==> config.mk <==
export PLATFORM = sky130hd
export DESIGN_NAME = traffic_sequencer
export DESIGN_NICKNAME = d
export VERILOG_FILES = /design/src/rtl/traffic_pkg.sv /design/src/rtl/traffic_sequencer_tick_gen.sv /design/src/rtl/traffic_sequencer.sv
export SDC_FILE = /design/constraint.sdc
export NUM_CORES = 1
export LEC_CHECK = 0
export ABC_CLOCK_PERIOD_IN_PS = 4810
export CAP_MARGIN = 20
export CORE_MARGIN = 2
export CORE_UTILIZATION = 40
export DETAILED_ROUTE_END_ITERATION = 8
export GPL_ROUTABILITY_DRIVEN = 0
export PLACE_DENSITY = 0.61
export RECOVER_POWER = 50
export SYNTH_ARGS = -nofsm -noshare
export SYNTH_HDL_FRONTEND = slang
export SYNTH_SLANG_ARGS = --single-unit
==> constraint.sdc <==
create_clock -name clk -period 4.81 [get_ports clk]
set_input_delay 0.962 -clock clk [delete_from_list [all_inputs] [get_ports clk]]
set_output_delay 0.962 -clock clk [all_outputs]
set_load 0.1 [all_outputs]
==> src/rtl/traffic_pkg.sv <==
// Shared types and lamp encodings for the traffic-light sequencer.
package traffic_pkg;

    typedef enum logic [1:0] {
        ALLRED = 2'd0,
        GREEN  = 2'd1,
        AMBER  = 2'd2,
        FLASH  = 2'd3
    } phase_t;

    localparam logic [2:0] LAMP_RED = 3'b100;
    localparam logic [2:0] LAMP_AMB = 3'b010;
    localparam logic [2:0] LAMP_GRN = 3'b001;
    localparam logic [2:0] LAMP_OFF = 3'b000;

    // mode[1] set selects amber flash regardless of mode[0]
    localparam logic [1:0] MODE_AUTO  = 2'b00;
    localparam logic [1:0] MODE_STOP  = 2'b01;
    localparam logic [1:0] MODE_FLASH = 2'b10;

endpackage

==> src/rtl/traffic_sequencer_tick_gen.sv <==
// Free-running clock divider producing a one-cycle tick at TICK_HZ.
module tick_gen #(
    parameter int CLK_HZ  = 27_000_000,
    parameter int TICK_HZ = 2
) (
    input  logic clk,
    input  logic rst,
    output logic tick
);

    localparam int DIV = CLK_HZ / TICK_HZ;
    localparam int CW  = (DIV > 1) ? $clog2(DIV) : 1;

    logic [CW-1:0] cnt;

    assign tick = (cnt == CW'(DIV - 1));

    always_ff @(posedge clk or negedge rst) begin
        if (!rst) begin
            cnt <= '0;
        end else if (tick) begin
            cnt <= '0;
        end else begin
            cnt <= cnt + 1'b1;
        end
    end

endmodule

==> src/rtl/traffic_sequencer.sv <==
// Self-timed traffic-light sequencer: rotates green/amber/all-red over N approaches.
// state  | meaning
// ALLRED | every approach red; clearance or stop hold
// GREEN  | active approach green, others red
// AMBER  | active approach amber, others red
// FLASH  | all approaches flash amber on the tick
module traffic_sequencer
    import traffic_pkg::*;
#(
    parameter int N_APPROACH = 4,
    parameter int CLK_HZ     = 27_000_000,
    parameter int TICK_HZ    = 2,
    parameter int GREEN_T    = 20,
    parameter int AMBER_T    = 6,
    parameter int ALLRED_T   = 2,
    parameter int MAX_HOLD_T = 40
) (
    input  logic                          clk,
    input  logic                          rst,
    input  logic [1:0]                    mode,
    input  logic                          hold,
    output logic [3*N_APPROACH-1:0]       semaforos,
    output logic [$clog2(N_APPROACH)-1:0] active_idx,
    output logic [1:0]                    phase,
    output logic                          tick_o
);

    localparam int IW    = $clog2(N_APPROACH);
    localparam int T_MAX = (GREEN_T > AMBER_T)
                         ? ((GREEN_T > ALLRED_T) ? GREEN_T : ALLRED_T)
                         : ((AMBER_T > ALLRED_T) ? AMBER_T : ALLRED_T);
    localparam int TW    = $clog2(T_MAX + 1);
    localparam int HW    = (MAX_HOLD_T > 0) ? $clog2(MAX_HOLD_T + 1) : 1;

    phase_t                  state, state_d;
    logic [TW-1:0]           timer, timer_d;
    logic [IW-1:0]           idx_d, idx_inc;
    logic [HW-1:0]           hcnt, hcnt_d;
    logic                    toggle, toggle_d;
    logic                    tick, timer_end;
    logic [3*N_APPROACH-1:0] lamp_d;

    tick_gen #(.CLK_HZ(CLK_HZ), .TICK_HZ(TICK_HZ)) u_tick (
        .clk  (clk),
        .rst  (rst),
        .tick (tick)
    );

    assign tick_o    = tick;
    assign phase     = state;
    assign timer_end = (timer <= TW'(1));
    assign idx_inc   = (active_idx == IW'(N_APPROACH - 1)) ? '0 : active_idx + 1'b1;

    always_ff @(posedge clk or negedge rst) begin
        if (!rst) begin
            state      <= ALLRED;
            timer      <= TW'(ALLRED_T);
            active_idx <= '0;
            hcnt       <= '0;
            toggle     <= 1'b1;
            semaforos  <= {N_APPROACH{LAMP_RED}};
        end else begin
            state      <= state_d;
            timer      <= timer_d;
            active_idx <= idx_d;
            hcnt       <= hcnt_d;
            toggle     <= toggle_d;
            semaforos  <= lamp_d;
        end
    end

    always_comb begin
        state_d  = state;
        timer_d  = timer;
        idx_d    = active_idx;
        hcnt_d   = hcnt;
        toggle_d = toggle;
        if (mode[1]) begin
            state_d = FLASH;
            if (state != FLASH) begin
                toggle_d = 1'b1;
            end else if (tick) begin
                toggle_d = ~toggle;
            end
        end else begin
            case (state)
                FLASH: begin
                    idx_d = '0;
                    if (ALLRED_T == 0 && mode == MODE_AUTO) begin
                        state_d = GREEN;
                        timer_d = TW'(GREEN_T);
                        hcnt_d  = '0;
                    end else begin
                        state_d = ALLRED;
                        timer_d = TW'(ALLRED_T);
                    end
                end
                ALLRED: begin
                    // Stop mode keeps the clearance timer primed for a clean restart
                    if (mode == MODE_STOP) begin
                        timer_d = TW'(ALLRED_T);
                    end else if (tick) begin
                        if (timer_end) begin
                            state_d = GREEN;
                            timer_d = TW'(GREEN_T);
                            hcnt_d  = '0;
                        end else begin
                            timer_d = timer - 1'b1;
                        end
                    end
                end
                GREEN: begin
                    if (tick) begin
                        if (mode == MODE_STOP) begin
                            state_d = AMBER;
                            timer_d = TW'(AMBER_T);
                        end else if (hold && hcnt < HW'(MAX_HOLD_T)) begin
                            hcnt_d = hcnt + 1'b1;
                        end else if (timer_end) begin
                            state_d = AMBER;
                            timer_d = TW'(AMBER_T);
                        end else begin
                            timer_d = timer - 1'b1;
                        end
                    end
                end
                AMBER: begin
                    if (tick) begin
                        if (timer_end) begin
                            idx_d = idx_inc;
                            if (ALLRED_T == 0 && mode == MODE_AUTO) begin
                                state_d = GREEN;
                                timer_d = TW'(GREEN_T);
                                hcnt_d  = '0;
                            end else begin
                                state_d = ALLRED;
                                timer_d = TW'(ALLRED_T);
                            end
                        end else begin
                            timer_d = timer - 1'b1;
                        end
                    end
                end
                default: state_d = ALLRED;
            endcase
        end
    end

    always_comb begin
        lamp_d = {N_APPROACH{LAMP_RED}};
        case (state)
            GREEN:   lamp_d[3*int'(active_idx) +: 3] = LAMP_GRN;
            AMBER:   lamp_d[3*int'(active_idx) +: 3] = LAMP_AMB;
            FLASH:   lamp_d = toggle ? {N_APPROACH{LAMP_AMB}} : {N_APPROACH{LAMP_OFF}};
            default: lamp_d = {N_APPROACH{LAMP_RED}};
        endcase
    end

endmodule
==> results of run 1 <==
==> layout make-up <==
| cell class | instances | area [um^2] | area share, % |
|---|---|---|---|
| multi-input cells | 193 | 1330 | 43.2 |
| flip-flops and latches | 52 | 1310 | 42.5 |
| repair buffers | 23 | 213 | 6.91 |
| well taps | 80 | 100 | 3.25 |
| clock buffers | 7 | 86.3 | 2.80 |
| inverters | 9 | 33.8 | 1.10 |
| clock inverters | 1 | 7.51 | 0.244 |
==> cells in the final DEF (no fill, tap or decap), types with 2 or more instances in the layout <==
cell type and instances:
dfrtp_1 46, nor3b_1 2, nor3_1 4, dfstp_2 6, buf_4 2, nor3_4 2
nand2b_1 2, xor2_1 14, xnor2_1 11, ha_1 8, clkdlybuf4s50_1 19, o21ai_0 8
a21o_1 6, o21bai_1 3, and2_1 6, a22o_2 2, a21boi_0 4, nand2_1 18
nand3_1 14, a21oi_1 5, nor2_1 27, nor4_1 4, nand4_1 5, o22ai_1 3
mux2i_1 2, clkbuf_1 3, mux2_2 5, inv_1 9, a31oi_1 4, nor2b_1 3
and3_1 4, a41oi_1 2, clkbuf_8 6
==> power groups by stage <==
stage               sequential (mW)  clock (mW)  combinational (mW)
finish                        0.534       0.259               0.480
global route                  0.543       0.289               0.515
CTS                           0.534       0.271               0.483
detailed placement            0.543           0               0.482
global placement              0.543           0               0.481
floorplan                     0.721           0               0.201
==> registers in the layout, summed over array words and instances (netlist names) <==
| register | flops |
|---|---|
| timer | 5 |
| active_idx | 2 |
| phase | 2 |
| u_tick.cnt | 24 |
| hcnt | 6 |
| semaforos | 12 |
| toggle | 1 |
==> worst max-delay path by stage <==
stage / slack (ns) / end / from / depth (start not counted)
6_report: 1.49 / phase[0] / phase[0]$_DFFE_PN0P_ / 1
5_1_grt: 1.15 / hcnt[3]$_DFFE_PN0P_ / rst / 2
4_1_cts: 1.48 / phase[0] / phase[0]$_DFFE_PN0P_ / 1
3_5_place_dp: 1.81 / phase[0] / phase[0]$_DFFE_PN0P_ / 1
3_3_place_gp: 1.86 / phase[0] / phase[0]$_DFFE_PN0P_ / 1
2_1_floorplan: 2.02 / tick_o / u_tick.cnt[0]$_DFF_PN0_ / 6
==> layer usage <==
| metal | routed length (um) | vias to the layer above | part of all wire (%) |
|---|---|---|---|
| li1 | - | 973 | - |
| met3 | 164 | 8 | 3.3 |
| met2 | 2180 | 36 | 44 |
| met5 | 0 | - | 0 |
| met4 | 78 | 0 | 1.6 |
| met1 | 2560 | 915 | 51 |
==> kinds of logic after synthesis <==
family          Yosys count  synth area share (%)
flops                    52                  47.8
compound gates           51                  14.1
buf+inv                  18                  3.38
simple gates            102                  20.3
xor+xnor                 25                  8.00
fa+ha+maj                 8                  3.66
mux                       7                  2.79
==> summary.md, run 1 <==
| Metric | Value |
|---|---|
| Status | finished with violations |
| Failing checks | max-capacitance violations, max-slew violations |
| Post-synth net total | 276 |
| Max FO, Critical Path | 22 |
| Worst path required time | 3.85 ns |
| Grt total ovfl | 0 |
| Resized Gates After CTS | 0 |
| Clock sinks | 52 |
| HPWL Detailed | 3540 um |
| Pint | 0.761 mW |
| H-tree levels | 2 |
| GRT met1 Usage | 19.7% |
| Starting Density | 40.7% |
| Worst setup EP type | output pin |
| Total track usage | 14.2% |
| Fillers | 653 |
| Io pins | 22 |
| Final antenna-violating net count | 0 |
| Slew margin rel. | -39.9% |
| Busiest metal layer after global routing | met2 |
| Hold Path Depth | 1 |
| Largest cells by area after synthesis | dfrtp_1, dfstp_2, xor2_1 |
| Worst hold slack | 0.490 ns |
| Hold Startpoint | u_tick.cnt[0]$_DFF_PN0_ |
| Detailed-route wire length per cell | 13.6 um |
| Root buf cell | clkbuf_8 |
| Syn-to-layout area delta | 12.5% |
| Port bufs | 21 |
| Sequential share of power | 41.9% |
| Switching power | 0.512 mW |
| First-pass GRT wire length | 8520 um |
| Yosys reg bits | 52 |
| Worst-skew pair later-pin latency | 0.30 ns |
| Setup slack, reg-to-reg | 2.38 ns |
| Critical R2R Capture | toggle$_DFFE_PN1P_ |
| Final slew viol count | 41 |
| Final Non-Filler Cells | 365 |
| WP buf/inv | 1 |
| Number of global-route vias before repair | 1846 |
| Pwr/cell area | 414 nW/um^2 |
| Antenna Cells | 0 |
| Worst setup SP type | flop |
| Post-synth cell types | 59 |
| Width of the die | 86.7 um |
| Final Setup Violations | 0 |
| CP max-delay cell | clkdlybuf4s50_1 |
| Clock-pin slew on the worst setup and hold paths | 0.09 ns |
| Combinational group share of total power | 37.7% |
| CTS Buf Count | 5 |
| YS warnings | 0 |
| Routed vias | 1932 |
| Post-CTS setup buffers | 0 |
| Num rows | 30 |
| Drt drc | 0 |
| Area of the mapped netlist | 2740 um^2 |
| Pre-antenna DRT Iters | 4 |
| CTS Hold Bufs | 0 |
| R2r worst-path depth | 7 |
| Die extent in y | 86.7 um |
| Setup CP Type | flop to output pin |
| Final worst path period share | 68.9% |
| Worst r2r src | u_tick.cnt[0]$_DFF_PN0_ |
| Critical path's top delay family | buffers and inverters |
| RSZ-0062 raised after global routing | no |
| Setup WS post-layout | 1.49 ns |
| Switching share of power | 40.2% |
| WL final | 4980 um |
| Synth cell count leaders | dfrtp_1, nor2_1, nand2_1 |
| Util after Layout | 45.8% |
| Synth area leader | dfrtp_1 |
| Actual slew at the worst max-slew pin | 2.10 ns |
| Hold endpoint | u_tick.cnt[0]$_DFF_PN0_ |
| Die area | 7520 um^2 |
| Syn Inst Count | 263 |
| Ys async rst share | 100% |
| Synth top area share | 42.1% |
| DRT iter0 DRCs | 96 |
| Avg Vias per Cell | 5.29 |
| Setup TNS | 0 ns |
| Maximum VDD drop | 0.144 mV |
| Core Box Area | 6720 um^2 |
| Clock Path Buffers | 2 |
| Worst min-delay path class | flop to flop |
| Pin count of the biggest net entering global routing | 41 |
| Avg Cell Area, Syn | 10.4 um^2 |
| Initial antenna violation count | 0 |
| Final Hold Vio Count | 0 |
| Dominant synthesized flop cell | dfrtp_1 |
| Worst path max stage delay | 1.26 ns |
| Area after DPL | 3000 um^2 |
| Most common cell in the netlist | dfrtp_1 |
| Worst path cell trace | clkdlybuf4s50_1 |
| Power, Total | 1.27 mW |
| CTS tree | yes |
| Clock Power Share | 20.4% |
| EDFF count, synth | 0 |
| Final instance area | 3080 um^2 |
| Met3 usage | 2.76% |
| WP data arrival | 2.35 ns |
| Fmax | 0.302 GHz |
| Met2 usage | 22.3% |
| Max-Cap Viols | 1 |
| Post-synthesis sequential area ratio | 47.8% |
| Layout cells sized above 1 | 11.6% |
| Worst slack, placed | 1.81 ns |
| Post-Place Cells | 357 |
| Min Tclk post-route | 3.32 ns |
| Leakage dissipation | 1.36 nW |
| Clock skew | 0.00765 ns |
| Nets | 297 |
Power figures use the tool's default switching activity.
==> inputs of run 2 (changes only) <==
ABC_CLOCK_PERIOD_IN_PS = 3220   (was 4810)
clock period = 3.22 ns   (was 4.81 ns; I/O delays follow)
==> run 2 against run 1 <==
Compared with the run above: the run now ends clean; via count shrank 0.10%; utilization down 0.20 points; combinational power increased by 50%; non-clock buffer count grew 2; sequential cell count is the same; worst setup slack worse by 1.1 ns; worst hold slack better by 0.0026 ns; register-to-register slack worse by 1.4 ns; total power up 47%; critical path type unchanged; critical endpoint is now tick_o.
==> summary.md, run 2 (synthesized netlist as in run 1, its figures left out) <==
| Metric | Value |
|---|---|
| Grt total ovfl | 0 |
| Critical path's top delay family | simple AND/OR/NAND/NOR gates |
| Most frequent cells in the layout | dfrtp_1, nor2_1, buf_4 |
| Clock sinks | 52 |
| Final Hold Vio Count | 0 |
| Final antenna-violating net count | 0 |
| Clock skew | 0.00783 ns |
| Max FFs per register | 24 |
| Pre-antenna DRT Iters | 4 |
| Min Tclk post-route | 2.84 ns |
| CTS tree | yes |
| Worst min-delay path class | flop to flop |
| Port bufs | 21 |
| Final Setup Violations | 0 |
| Resized Gates After CTS | 0 |
| Drt drc | 0 |
| Fillers | 666 |
| Most flops, register | u_tick.cnt |
| Avg Vias per Cell | 5.26 |
| Worst setup EP type | output pin |
| Worst hold slack | 0.492 ns |
| CP max-delay cell | and2_0 |
| Top flop regs | u_tick.cnt x24, semaforos x12, hcnt x6 |
| Layout cells sized above 1 | 18.5% |
| Worst path required time | 2.58 ns |
| Setup TNS | 0 ns |
| WP buf/inv | 1 |
| Initial antenna violation count | 0 |
| Final worst path period share | 88.3% |
| RSZ-0062 raised after global routing | no |
| Post-CTS setup buffers | 0 |
| Die extent in y | 86.7 um |
| Max-Cap Viols | 0 |
| DRT iter0 DRCs | 118 |
| First-pass GRT wire length | 9000 um |
| Clock Path Buffers | 2 |
| Root buf cell | clkbuf_8 |
| Pin count of the biggest net entering global routing | 29 |
| Antenna Cells | 0 |
| CTS Buf Count | 5 |
| Worst-skew pair later-pin latency | 0.30 ns |
| Detailed-route wire length per cell | 14.0 um |
| Maximum VDD drop | 0.155 mV |
| Setup CP Type | flop to output pin |
| Num rows | 30 |
| Sequential cell area | 1310 um^2 |
| CTS Hold Bufs | 0 |
| HPWL Detailed | 3640 um |
| Core Box Area | 6720 um^2 |
| Clock-pin slew on the worst setup and hold paths | 0.09 ns |
| Routed vias | 1930 |
| Commonest non-fill, non-tap cell in the layout | dfrtp_1 |
| Status | finished, final reports clean |
| Actual slew at the worst max-slew pin | 1.30 ns |
| Worst setup SP type | flop |
| Max FO, Critical Path | 7 |
| Pwr/cell area | 613 nW/um^2 |
| Worst path max stage delay | 0.50 ns |
| Slew margin rel. | 13.4% |
| Fmax | 0.352 GHz |
| WP data arrival | 2.20 ns |
| Starting Density | 40.7% |
| Final slew viol count | 0 |
| Nets | 299 |
| Number of global-route vias before repair | 1875 |
| Syn-to-layout area delta | 12.0% |
| H-tree levels | 2 |
| WL final | 5150 um |
| Io pins | 22 |
| Total track usage | 14.9% |
| Die area | 7520 um^2 |
| Leakage dissipation | 1.40 nW |
| Multi-input gate area | 1340 um^2 |
| Width of the die | 86.7 um |
| Worst path cell trace | ha_1 > nand4_2 > nor3_4 > and2_0 > buf_12 |
[run 2: final timing paths]
kind                                          from                       to  slack (ns)  cells after the start
min in group asynchronous                      rst  u_tick.cnt[4]$_DFF_PN0_        0.60                      1
min                        u_tick.cnt[0]$_DFF_PN0_  u_tick.cnt[0]$_DFF_PN0_        0.49                      1
max                        u_tick.cnt[0]$_DFF_PN0_                   tick_o        0.38                      5
max reg2reg                u_tick.cnt[0]$_DFF_PN0_       toggle$_DFFE_PN1P_        0.95                      6
max in group asynchronous                      rst   semaforos[4]$_DFF_PN0_        1.29                      2
min reg2reg                u_tick.cnt[0]$_DFF_PN0_  u_tick.cnt[0]$_DFF_PN0_        0.49                      1
[run 2: area by class of cell]
| class | count | area share (%) |
|---|---|---|
| Timing Repair Buffer | 25 | 6.57 |
| Clock buffer | 6 | 2.37 |
| Tap cell | 80 | 3.27 |
| Inverter | 9 | 1.10 |
| Multi-Input combinational cell | 193 | 43.6 |
| Clock inverter | 2 | 0.408 |
| Sequential cell | 52 | 42.7 |
[run 2: power breakdown]
group / switching, mW / internal [mW]
clock network: 0.211 / 0.152
registers: 0.0632 / 0.732
logic: 0.498 / 0.220
total: 0.772 / 1.10
[run 2: layer usage]
| metal | GRT usage, % | vias up | wire [um] |
|---|---|---|---|
| met5 | 0 | - | 0 |
| met4 | 4.26 | 0 | 59 |
| met3 | 2.95 | 6 | 135 |
| met2 | 22.0 | 28 | 2220 |
| met1 | 22.2 | 922 | 2730 |
| li1 | - | 974 | - |
[run 2: metrics by stage]
step / instances / worst slack [ns] / utilization, % / area (um^2) / power [mW]
6_report: 367 / 0.377 / 45.6 / 3060 / 1.88
5_1_grt: 367 / 0.142 / 45.6 / 3060 / 1.98
4_1_cts: 367 / 0.364 / 45.7 / 3070 / 1.90
3_5_place_dp: 359 / 0.707 / 44.4 / 2980 / 1.53
2_1_floorplan: 263 / 0.748 / - / 2740 / 1.38
3_3_place_gp: 359 / 0.755 / 44.4 / 2980 / 1.52
